File: config.mk
export PLATFORM = sky130hd
export DESIGN_NAME = muldiv_unit
export DESIGN_NICKNAME = d
export VERILOG_FILES = /design/src/rtl/muldiv_unit_pkg.sv /design/src/rtl/muldiv_unit.sv
export SDC_FILE = /design/constraint.sdc
export NUM_CORES = 1
export LEC_CHECK = 0
export CAP_MARGIN = 20
export CELL_PAD_IN_SITES_DETAIL_PLACEMENT = 0
export CELL_PAD_IN_SITES_GLOBAL_PLACEMENT = 1
export CORE_UTILIZATION = 46
export CTS_BUF_LIST = sky130_fd_sc_hd__clkbuf_16
export DETAILED_ROUTE_END_ITERATION = 12
export GPL_TIMING_DRIVEN = 0
export PLACE_DENSITY = 0.95
export REMOVE_ABC_BUFFERS = 1
export SYNTH_ARGS = -nofsm -noshare
export SYNTH_HDL_FRONTEND = slang
export SYNTH_SLANG_ARGS = --single-unit
File: constraint.sdc
create_clock -name clk -period 13.9 [get_ports clk]
set_input_delay 2.085 -clock clk [delete_from_list [all_inputs] [get_ports clk]]
set_output_delay 2.085 -clock clk [all_outputs]
set_load 0.02 [all_outputs]
File: src/rtl/muldiv_unit_pkg.sv
// Shared CPU definitions for the HI/LO multiply-divide unit: op encodings and FSM states.
// The instruction decoder drives op using these same constants.
package muldiv_unit_pkg;

  typedef enum logic [1:0] {
    MD_MULT  = 2'b00,
    MD_MULTU = 2'b01,
    MD_DIV   = 2'b10,
    MD_DIVU  = 2'b11
  } md_op_e;

  typedef enum logic [1:0] {
    StIdle = 2'b00,
    StRun  = 2'b01,
    StFix  = 2'b10
  } md_state_e;

  localparam int unsigned MdIters = 32;

  function automatic logic [31:0] neg32(input logic [31:0] x);
    return ~x + 32'd1;
  endfunction

  function automatic logic [63:0] neg64(input logic [63:0] x);
    return ~x + 64'd1;
  endfunction

endpackage

File: src/rtl/muldiv_unit.sv
// Iterative 32x32 multiply / 32/32 divide writing the HI and LO registers.
// Launch edge, 32 shared iterations, then one sign-fix edge: busy for 33 cycles.
module muldiv_unit
  import muldiv_unit_pkg::*;
(
  input  logic        clk,
  input  logic        rst,
  input  logic        start,
  input  logic [1:0]  op,
  input  logic [31:0] a,
  input  logic [31:0] b,
  input  logic        mthi,
  input  logic        mtlo,
  input  logic [31:0] wdata,
  output logic        busy,
  output logic [31:0] hi,
  output logic [31:0] lo
);

  md_state_e   state_q, state_d;
  md_op_e      op_q, op_d;
  logic        sign_a_q, sign_a_d;
  logic        sign_b_q, sign_b_d;
  logic        div_zero_q, div_zero_d;
  logic [4:0]  cnt_q, cnt_d;
  logic [63:0] acc_q, acc_d;
  logic [31:0] opnd_q, opnd_d;
  logic [31:0] hi_q, hi_d;
  logic [31:0] lo_q, lo_d;

  // Multiply step: {carry, upper + multiplicand} shifted right with the multiplier bits.
  logic [32:0] mul_sum;
  logic [63:0] mul_next;
  // Divide step: 33-bit partial remainder compared against the divisor.
  logic [32:0] div_rem;
  logic [33:0] div_diff;
  logic        div_ge;
  logic [63:0] div_next;

  logic        in_signed;
  logic        in_sign_a;
  logic        in_sign_b;
  logic [63:0] prod_fix;

  always_comb begin
    mul_sum  = {1'b0, acc_q[63:32]} + (acc_q[0] ? {1'b0, opnd_q} : 33'd0);
    mul_next = {mul_sum, acc_q[31:1]};
    div_rem  = {acc_q[63:32], acc_q[31]};
    div_diff = {1'b0, div_rem} - {2'b00, opnd_q};
    div_ge   = ~div_diff[33];
    div_next = {(div_ge ? div_diff[31:0] : div_rem[31:0]), acc_q[30:0], div_ge};
  end

  assign in_signed = ~op[0];
  assign in_sign_a = in_signed & a[31];
  assign in_sign_b = in_signed & b[31];
  assign prod_fix  = (sign_a_q ^ sign_b_q) ? neg64(acc_q) : acc_q;

  always_comb begin
    state_d    = state_q;
    op_d       = op_q;
    sign_a_d   = sign_a_q;
    sign_b_d   = sign_b_q;
    div_zero_d = div_zero_q;
    cnt_d      = cnt_q;
    acc_d      = acc_q;
    opnd_d     = opnd_q;
    hi_d       = hi_q;
    lo_d       = lo_q;

    unique case (state_q)
      StIdle: begin
        if (start) begin
          // Multiply and divide both start from {0, |a|} with |b| as the side operand.
          op_d       = md_op_e'(op);
          sign_a_d   = in_sign_a;
          sign_b_d   = in_sign_b;
          div_zero_d = (b == 32'd0);
          acc_d      = {32'd0, (in_sign_a ? neg32(a) : a)};
          opnd_d     = in_sign_b ? neg32(b) : b;
          cnt_d      = 5'd0;
          state_d    = StRun;
        end else begin
          if (mthi) hi_d = wdata;
          if (mtlo) lo_d = wdata;
        end
      end
      StRun: begin
        acc_d = op_q[1] ? div_next : mul_next;
        cnt_d = cnt_q + 5'd1;
        if (cnt_q == 5'(MdIters - 1)) state_d = StFix;
      end
      StFix: begin
        if (op_q[1]) begin
          // Zero divisor: remainder path already yields a; quotient is forced to all ones.
          lo_d = div_zero_q ? 32'hFFFF_FFFF
               : ((sign_a_q ^ sign_b_q) ? neg32(acc_q[31:0]) : acc_q[31:0]);
          hi_d = sign_a_q ? neg32(acc_q[63:32]) : acc_q[63:32];
        end else begin
          hi_d = prod_fix[63:32];
          lo_d = prod_fix[31:0];
        end
        state_d = StIdle;
      end
      default: state_d = StIdle;
    endcase
  end

  always_ff @(posedge clk or posedge rst) begin
    if (rst) begin
      state_q    <= StIdle;
      op_q       <= MD_MULT;
      sign_a_q   <= 1'b0;
      sign_b_q   <= 1'b0;
      div_zero_q <= 1'b0;
      cnt_q      <= 5'd0;
      acc_q      <= 64'd0;
      opnd_q     <= 32'd0;
      hi_q       <= 32'd0;
      lo_q       <= 32'd0;
    end else begin
      state_q    <= state_d;
      op_q       <= op_d;
      sign_a_q   <= sign_a_d;
      sign_b_q   <= sign_b_d;
      div_zero_q <= div_zero_d;
      cnt_q      <= cnt_d;
      acc_q      <= acc_d;
      opnd_q     <= opnd_d;
      hi_q       <= hi_d;
      lo_q       <= lo_d;
    end
  end

  assign busy = (state_q != StIdle);
  assign hi   = hi_q;
  assign lo   = lo_q;

endmodule

## Word-level counts from Yosys, hierarchy flattened

Index checks and enable logic that the tools add are counted.

| storage, ports and cells | value |
|---|---|
| bits in read-only memories | 0 |
| memories | 0 |
| memory bits (writable) | 0 |
| latch bits | 0 |
| bits of input ports | 103 |
| output and inout port bits | 65 |
| flip-flop bits (word level) | 172 |
| word-level logic and storage cells | 70 |

| operators by class | value |
|---|---|
| equality and inequality tests | 8 |
| order comparisons | 0 |
| reduce and logical (&&, ||, !) cells | 10 |
| add/sub/neg operators | 8 |
| mux-type cells | 24 |
| shift operators | 0 |
| divide/modulo/power cells | 0 |
| multiply operators | 0 |
| bitwise operators | 10 |

Operators by type and width:

| operator | number |
|---|---|
| $mux 32 | 13 |
| $mux 64 | 3 |
| $add 32x1->32 const B | 4 |
| $not 32->32 | 4 |
| $pmux 32 s2 | 2 |
| $pmux 64 s2 | 1 |
| $add 64x1->64 const B | 1 |
| $not 64->64 | 1 |
| $sub 33x32->34 | 1 |
| $add 32x32->33 | 1 |
| $logic_not 32->1 | 1 |
| $ne 2x2->1 const B | 5 |
| $pmux 5 s2 | 1 |
| $reduce_and 2->1 | 3 |
| $reduce_and 3->1 | 2 |
| $reduce_bool 2->1 | 3 |
| $add 5x1->5 const B | 1 |
| $eq 5x5->1 const B | 1 |
| $mux 5 | 1 |
| $mux 2 | 2 |
| $pmux 2 s2 | 1 |
| $and 1x1->1 | 2 |
| $eq 2x1->1 const B | 1 |
| $eq 2x2->1 const B | 1 |
| 3 further kinds | 4 |

## Depth between registers and ports, before layout

Gate-level depths: netlist of run 1.

| logic depth | value |
|---|---|
| depth in word-level cells | 6 |
| mapped depth | 13 |
| depth with buffers taken out | 12 |

## Least setup slack after synthesis of run 1

OpenSTA, ideal clock, no wires.

| path | value |
|---|---|
| kind | input -> register |
| from | in a[1] |
| to | reg acc_q[30] |
| data required time | 13765 ps |
| setup time | 135 ps |
| stages on the path | 11 |
| arrival time | 3982 ps |
| path buffers | 1 |
| path slack | 9783 ps |
| cells stage by stage | inv_1 > ha_1 > or3b_2 > nor3_1 > and3b_1 > clkbuf_2 > a21oi_1 > a21oi_1 > o21ai_1 > xnor2_1 > o21ai_0 |

| between the ends | value |
|---|---|
| longest elaborated chain between the ends | 5 |

RTL lines:

| item | line | text |
|---|---|---|
| from (decl) | muldiv_unit.sv:10 | `input logic [31:0] a,` |
| $not 32->32 | muldiv_unit_pkg.sv:21 | `return ~x + 32'd1;` |
| $add 32x1->32 | muldiv_unit_pkg.sv:21 |  |
| $mux 32 | muldiv_unit.sv:79 | `acc_d = {32'd0, (in_sign_a ? neg32(a) : a)};` |
| $mux 64 | muldiv_unit.sv:73 | `if (start) begin` |
| $pmux 64 s2 | muldiv_unit.sv:71 | `unique case (state_q)` |
| to (signal assigned) | muldiv_unit.sv:117 | `acc_q <= 64'd0;` |
| to (signal assigned) | muldiv_unit.sv:128 | `acc_q <= acc_d;` |
| to (decl) | muldiv_unit.sv:26 | `logic [63:0] acc_q, acc_d;` |

Every way passes these cells. The select of a mux whose other input is x is not followed.
A chain may end at the register's enable or synchronous reset.

## Final worst setup path of run 1

| path | value |
|---|---|
| from | in a[0] |
| to | reg acc_q[29] |

Same word-level chain as after synthesis.

==> results of run 1 <==
==> layer usage <==
metal	up-vias	global-route usage (%)	part of all wire, %
met5	-	0	0
met4	0	10.3	2.6
met1	6888	40.3	44
met2	615	46.7	46
li1	6757	-	-
met3	75	3.88	7.6
==> area by class of cell <==
class                           count  area, sq um
Inverter                           60          233
Timing Repair Buffer              183         1980
Clock buffer                       17          425
Fill cell                        2811        13500
Sequential cell                   171         4280
Tap cell                          396          495
Clock inverter                     15          161
Multi-Input combinational cell   1467         9540
==> cell families (layout without fill, tap and decap cells) <==
logic type               after synthesis  after routing  synth area share (%)
multiplexers                          54             54                  3.78
XOR/XNOR                             160            160                  9.73
AND/OR/NAND/NOR                      582            582                  20.0
adder cells (fa/ha/maj)               72             72                  6.36
AO/OA/AOI/OAI                        599            599                  26.0
flip-flops                           171            171                  29.7
buffers and inverters                161            275                  4.40
==> critical path, stage by stage <==
cell,delay (ps)
clkdlybuf4s50_1,450
or3_1,420
nor4_1,770
nand3b_1,340
nand2b_1,290
nor3_2,270
a21oi_1,120
xnor2_1,340
o21ai_0,120
==> synth_stat cells, types with 16 or more instances <==
library cell,n
a211oi_1,21
mux2i_1,51
clkbuf_1,85
nand3_1,22
nor2_1,155
nor4_1,16
nand2_1,193
inv_1,60
xnor2_1,102
or3_1,28
o22ai_1,52
a31oi_1,19
a21o_1,32
ha_1,70
dfrtp_1,171
o211ai_1,22
o21ai_0,193
xor2_1,58
nand2b_1,18
a21oi_1,123
nor3_1,40
and3_1,18
==> path summary, 6_finish.rpt <==
| path | endpoint | slack (ps) | cells after the start |
|---|---|---|---|
| max | acc_q[29] | 8970 | 9 |
| min | lo[17] | 480 | 2 |
| max reg2reg | acc_q[62] | 9700 | 12 |
| min reg2reg | lo[17] | 480 | 2 |
| max in group asynchronous | op_q[1] | 10840 | 3 |
| min in group asynchronous | lo[22] | 2090 | 2 |
==> sequential cells by signal (all words and copies together) (netlist names), 2 cells and up <==
signal,cells
opnd_q,32
state_q,2
cnt_q,5
hi,32
lo,32
acc_q,64
==> stage by stage <==
stage          setup WS [ps]  util (%)
2_1_floorplan           7180         -
3_3_place_gp            4560      52.7
3_5_place_dp            8660      53.8
4_1_cts                 9110      55.7
5_1_grt                 8790      55.8
6_report                8970      55.8
==> power groups by stage <==
stage               Combinational (mW)  Clock (mW)  Sequential (mW)
floorplan                         2.13           0             1.12
CTS                               3.18       0.500             1.12
global placement                  3.06           0             1.11
detailed placement                3.15           0             1.13
global route                      3.52       0.520             1.16
finish                            3.23       0.500             1.13
==> summary.txt, run 1 <==
Route
  • DR vias/cell: 6.21
  • Pre-antenna DRT Iters: 6
  • Residual DRC count: 0
  • Initial detailed-routing violation count: roughly 1400
  • Number of routed nets with antenna violations: 0
  • Drt wl/cell: 20.1 um
  • Total Wirelength: about 46000 um
  • Routed vias: 14300

CTS
  • Max Buffers Root-to-Sink: 2
  • Clock buffer count from CTS: 17
  • Sink Count: between 150 and 200
  • Post-CTS Setup Repair Bufs: 0
  • TritonCTS clock tree: built
  • Htree depth: 4
  • Hold_buf cts: 0
  • Cts repair resizes: 0
  • Clock-pin slew on the worst setup and hold paths: about 70 ps
  • Clock latency on the worst-skew pair: about 450 ps
  • CTS root buf: clkbuf_16

Run status
  • Status: complete, no violations

Final layout
  • Most common cell after layout, fill and taps aside: o21ai_0
  • Area growth syn-to-layout: 18.9%
  • Post-route cell area: between 15000 and 20000 sq um
  • Layout cells sized above 1: slightly above 5%
  • Finished Layout Cells: approximately 2300
  • # nets final: approximately 2100
  • Commonest non-fill, non-tap cells in the layout: o21ai_0 (193), nand2_1 (192), dfrtp_1 (170), clkdlybuf4s50_1 (167), nor2_1 (153)
  • Diode count: 0

Timing
  • Final period utilization: between 30% and 40%
  • Final Skew: approximately 24 ps
  • Worst Max-Slew Pin Slew: 1030 ps
  • Fmax: between 200 and 250 MHz
  • RSZ-0062 raised after global routing: false
  • Tmin final: slightly below 5000 ps
  • Final setup fails: 0
  • Slew Limit Headroom: approximately 31%
  • Fin. Hold Viols: 0
  • Final Max Tran Viols: 0
  • Fin Setup TNS: 0 ps
  • Hold slack: slightly below 500 ps

Worst setup path
  • Crit path capture type: flip-flop
  • Crit Path Max Fanout: 5
  • Setup crit start kind: input pin
  • Worst Path Required: ~14000 ps
  • CP arrival: 5230 ps
  • Worst r2r src: acc_q[0]
  • CP Class: in -> reg
  • Critical path origin: a[0]

Power and ir drop
  • Switching part of the total: between 50% and 60%
  • Leak Pwr: a little over 7 nW
  • Overall power: 4.86 mW
  • Peak supply drop: 0.140 mV
  • Logic pwr share: between 60% and 70%
  • Power density over the cells: 284 nW/um^2
  • Clock share of power: 10.3%
  • Net switching power: between 2 and 2.5 mW
  • Internal power: approximately 2.4 mW
  • Part of the power in registers: 23.3%

Logic synthesis
  • Gate Count Post-Synth: between 1500 and 2000
  • Predominant post-synthesis flop cell: dfrtp_1
  • Register area share after synthesis: approximately 30%
  • Synth top area share: roughly 30%
  • Post-synth EDFFs: 0
  • Syn avg cell area: ~8.0 sq um
  • Largest cells by area after synthesis: dfrtp_1 (30%), o21ai_0 (6.7%), xnor2_1 (6.2%)
  • Number of synthesized register bits: around 170
  • Cell variety after synth: 91
  • Mapped cell area: around 14000 sq um
  • Leading area contributor after synthesis: dfrtp_1
  • Post-synth ARST share: between 90% and 100%
  • Ys Warns: 0

Die
  • Core area: roughly 31000 sq um
  • Effective utilization at floorplan: a little under half
  • Die Y: roughly 180 um
  • Die W: 179 um
  • Die area: 32000 sq um
  • I/O pin total: between 150 and 200
  • Num rows: 64

GRT
  • Gr usage total: between 20 and 30%
  • Largest net degree at the start of global routing: 100
  • GR Overflow Total: 0
  • First-pass GRT wire length: 73100 um
  • Initial antenna violation count: 0
  • Vias in the first global route: 13300

Place
  • DP Wirelength: about 35000 um
  • Placed cell count: between 2000 and 2500
  • Area post-placement: 16500 sq um
  • Routability Congestion: just under 1
  • IO Port Bufs: 167

Worst hold path
  • Hold path startpoint: lo[17]
  • Worst Hold Class: reg -> reg

Run
  • Max cap viols: 0
No activity file was read; power rests on OpenSTA's default activity.
==> run 2: changes to the inputs <==
CORE_UTILIZATION = 43   (was 46)
PLACE_DENSITY = 0.92   (was 0.95)
clock period = 4.7 ns   (was 13.9 ns; I/O delays follow)
==> summary.txt, run 2 (synthesis gave the netlist of run 1 again) <==
Run status
  • Status: finished, violations left (was complete, no violations)
  • Failing checks: design-rule violations

Die
  • Die Y: 185 um (was 179 um)
  • Die W: 185 um (was 179 um)
  • Effective utilization at floorplan: 43.9% (was 47.0%)
  • Num rows: 66 (was 64)
  • Core area: 32800 sq um (was 30700 sq um)
  • I/O pin total: 168 (unchanged)
  • Die area: 34200 sq um (was 32000 sq um)

Route
  • Number of routed nets with antenna violations: 0 (unchanged)
  • Residual DRC count: 2 (was 0)
  • Initial detailed-routing violation count: 1282 (was 1411)
  • Total Wirelength: 46500 um (was 46400 um)
  • DR vias/cell: 6.02 (was 6.21)
  • Drt wl/cell: 19.7 um (was 20.1 um)
  • Pre-antenna DRT Iters: 10 (was 6)
  • Routed vias: 14200 (was 14300)

CTS
  • Max Buffers Root-to-Sink: 2 (unchanged)
  • Post-CTS Setup Repair Bufs: 0 (unchanged)
  • CTS root buf: clkbuf_16 (unchanged)
  • Cts repair resizes: 0 (unchanged)
  • TritonCTS clock tree: built (unchanged)
  • Clock buffer count from CTS: 17 (unchanged)
  • Htree depth: 4 (unchanged)
  • Clock-pin slew on the worst setup and hold paths: 80 ps (was 70 ps)
  • Sink Count: 171 (unchanged)
  • Clock latency on the worst-skew pair: 460 ps (was 450 ps)
  • Hold_buf cts: 0 (unchanged)

GRT
  • GR Overflow Total: 0 (unchanged)
  • Vias in the first global route: 13600 (was 13300)
  • Gr usage total: 27.7% (was 29.2%)
  • Initial antenna violation count: 0 (unchanged)
  • Largest net degree at the start of global routing: 102 (was 100)
  • First-pass GRT wire length: 74400 um (was 73100 um)

Worst setup path
  • Critical path's slowest cell: a2111oi_0 (was nor4_1)
  • Crit path capture type: flip-flop (unchanged)
  • Critical path, cell by cell: clkinvlp_4, nor2_1, ha_1, nand2_1, nor3_1, o211ai_1, a2111oi_0, o211ai_1, a211oi_1, mux2i_1, nand4b_1 (was clkdlybuf4s50_1, or3_1, nor4_1, nand3b_1, nand2b_1, nor3_2, a21oi_1, xnor2_1, o21ai_0)
  • Crit Path Max Fanout: 31 (was 5)
  • CP arrival: 4600 ps (was 5230 ps)
  • CP Class: reg -> reg (was in -> reg)
  • Setup crit start kind: flip-flop (was input pin)
  • Crit path top cell by count: o211ai_1
  • Worst Path Required: 5020 ps (was 14200 ps)
  • Max stage delay on crit path: 800 ps (was 770 ps)

Timing
  • Fin Setup TNS: 0 ps (unchanged)
  • Slew Limit Headroom: 25.2% (was 31.1%)
  • Final worst slack: 416 ps (was 8970 ps)
  • Tmin final: 4280 ps
  • Fmax: 233 MHz
  • RSZ-0062 raised after global routing: false (unchanged)
  • Fin. Hold Viols: 0 (unchanged)
  • Final period utilization: between 90% and 100%
  • Final Max Tran Viols: 0 (unchanged)
  • Final Skew: 17.3 ps (was 23.5 ps)
  • Final setup fails: 0 (unchanged)
  • Hold slack: 481 ps (about the same)
  • Worst Max-Slew Pin Slew: 1110 ps (was 1030 ps)

Power and ir drop
  • Net switching power: 7.33 mW (was 2.46 mW)
  • Leak Pwr: 7.06 nW (was 7.09 nW)
  • Switching part of the total: 51.0% (was 50.5%)
  • Internal power: 7.05 mW (was 2.40 mW)
  • Power density over the cells: 838 nW/um^2 (was 284 nW/um^2)
  • Overall power: 14.4 mW (was 4.86 mW)
  • Clock share of power: 10.5% (was 10.3%)
  • Peak supply drop: 0.313 mV (was 0.140 mV)
  • Part of the power in registers: 23.4% (was 23.3%)
  • Logic pwr share: 66.1% (was 66.4%)

Final layout
  • # nets final: 2073 (was 2075)
  • Area growth syn-to-layout: 19.1% (was 18.9%)
  • Fin util: 52.3% (was 55.8%)
  • Most common cell after layout, fill and taps aside: o21ai_0 (unchanged)
  • Max reg flops: 64 (unchanged)
  • Finished Layout Cells: 2353 (was 2309)
  • Post-route cell area: 17200 sq um (was 17100 sq um)
  • Layout cells sized above 1: 5.13% (was 5.18%)
  • Commonest non-fill, non-tap cells in the layout: o21ai_0 (193), nand2_1 (192), dfrtp_1 (170), clkdlybuf4s50_1 (167), nor2_1 (153) (unchanged)
  • Most flops, register: acc_q (unchanged)
  • Diode count: 0 (unchanged)

Place
  • Placed cell count: 2320 (was 2276)
  • Area post-placement: 16500 sq um (about the same)
  • Routability Congestion: 0.888 (was 0.961)
  • DP Wirelength: 35600 um (was 34800 um)
  • IO Port Bufs: 167 (unchanged)
  • Dpl ws: 358 ps (was 8660 ps)

Run
  • Max cap viols: 0 (unchanged)

Worst hold path
  • Worst Hold Class: reg -> reg (unchanged)
run 2: cell count changes in the layout (fill, tap and decap cells not counted), sizes merged:
cell	change
clkinv	+3
buf	-2
inv	-2
bufinv	-1
run 2: per-layer routing:
layer	global-route usage, %	routed length, um	part of all wire [%]	up-vias
li1	-	-	-	6767
met1	38.5	21300	46	6818
met2	44.8	21400	46	522
met3	3.83	2840	6.1	49
met4	7.34	966	2.1	0
met5	0	0	0	-
run 2: final cells by class:
class | instances | area [sq um]
Timing Repair Buffer | 181 | 1920
Multi-Input combinational cell | 1467 | 9540
Clock buffer | 17 | 425
Clock inverter | 15 | 200
Fill cell | 3161 | 15600
Sequential cell | 171 | 4280
Tap cell | 442 | 553
Inverter | 60 | 236
run 2: worst paths after layout:
| kind | to | startpoint | slack [ps] | cells after the start |
|---|---|---|---|---|
| setup / recovery | acc_q[62] | acc_q[0] | 420 | 11 |
| hold / removal | lo[25] | lo[25] | 480 | 2 |
| setup reg to reg | acc_q[62] | acc_q[0] | 420 | 11 |
| hold reg to reg | lo[25] | lo[25] | 480 | 2 |
| max in group asynchronous | op_q[1] | rst | 3040 | 3 |
| min in group asynchronous | lo[20] | rst | 800 | 2 |
run 2: power by group through the flow:
| stage | combinational (mW) | sequential, mW | clock (mW) |
|---|---|---|---|
| 2_1_floorplan | 6.31 | 3.31 | 0 |
| 3_3_place_gp | 9.08 | 3.32 | 0 |
| 3_5_place_dp | 9.33 | 3.36 | 0 |
| 4_1_cts | 9.38 | 3.33 | 1.52 |
| 5_1_grt | 10.4 | 3.46 | 1.58 |
| 6_report | 9.50 | 3.36 | 1.52 |
run 2: critical path: cells and delay by family (launching register included):
family,cells,cell delay [ps]
compound gates,4,1830
simple gates,4,720
buf+inv,1,560
flops,1,510
fa+ha+maj,1,270
mux,1,250
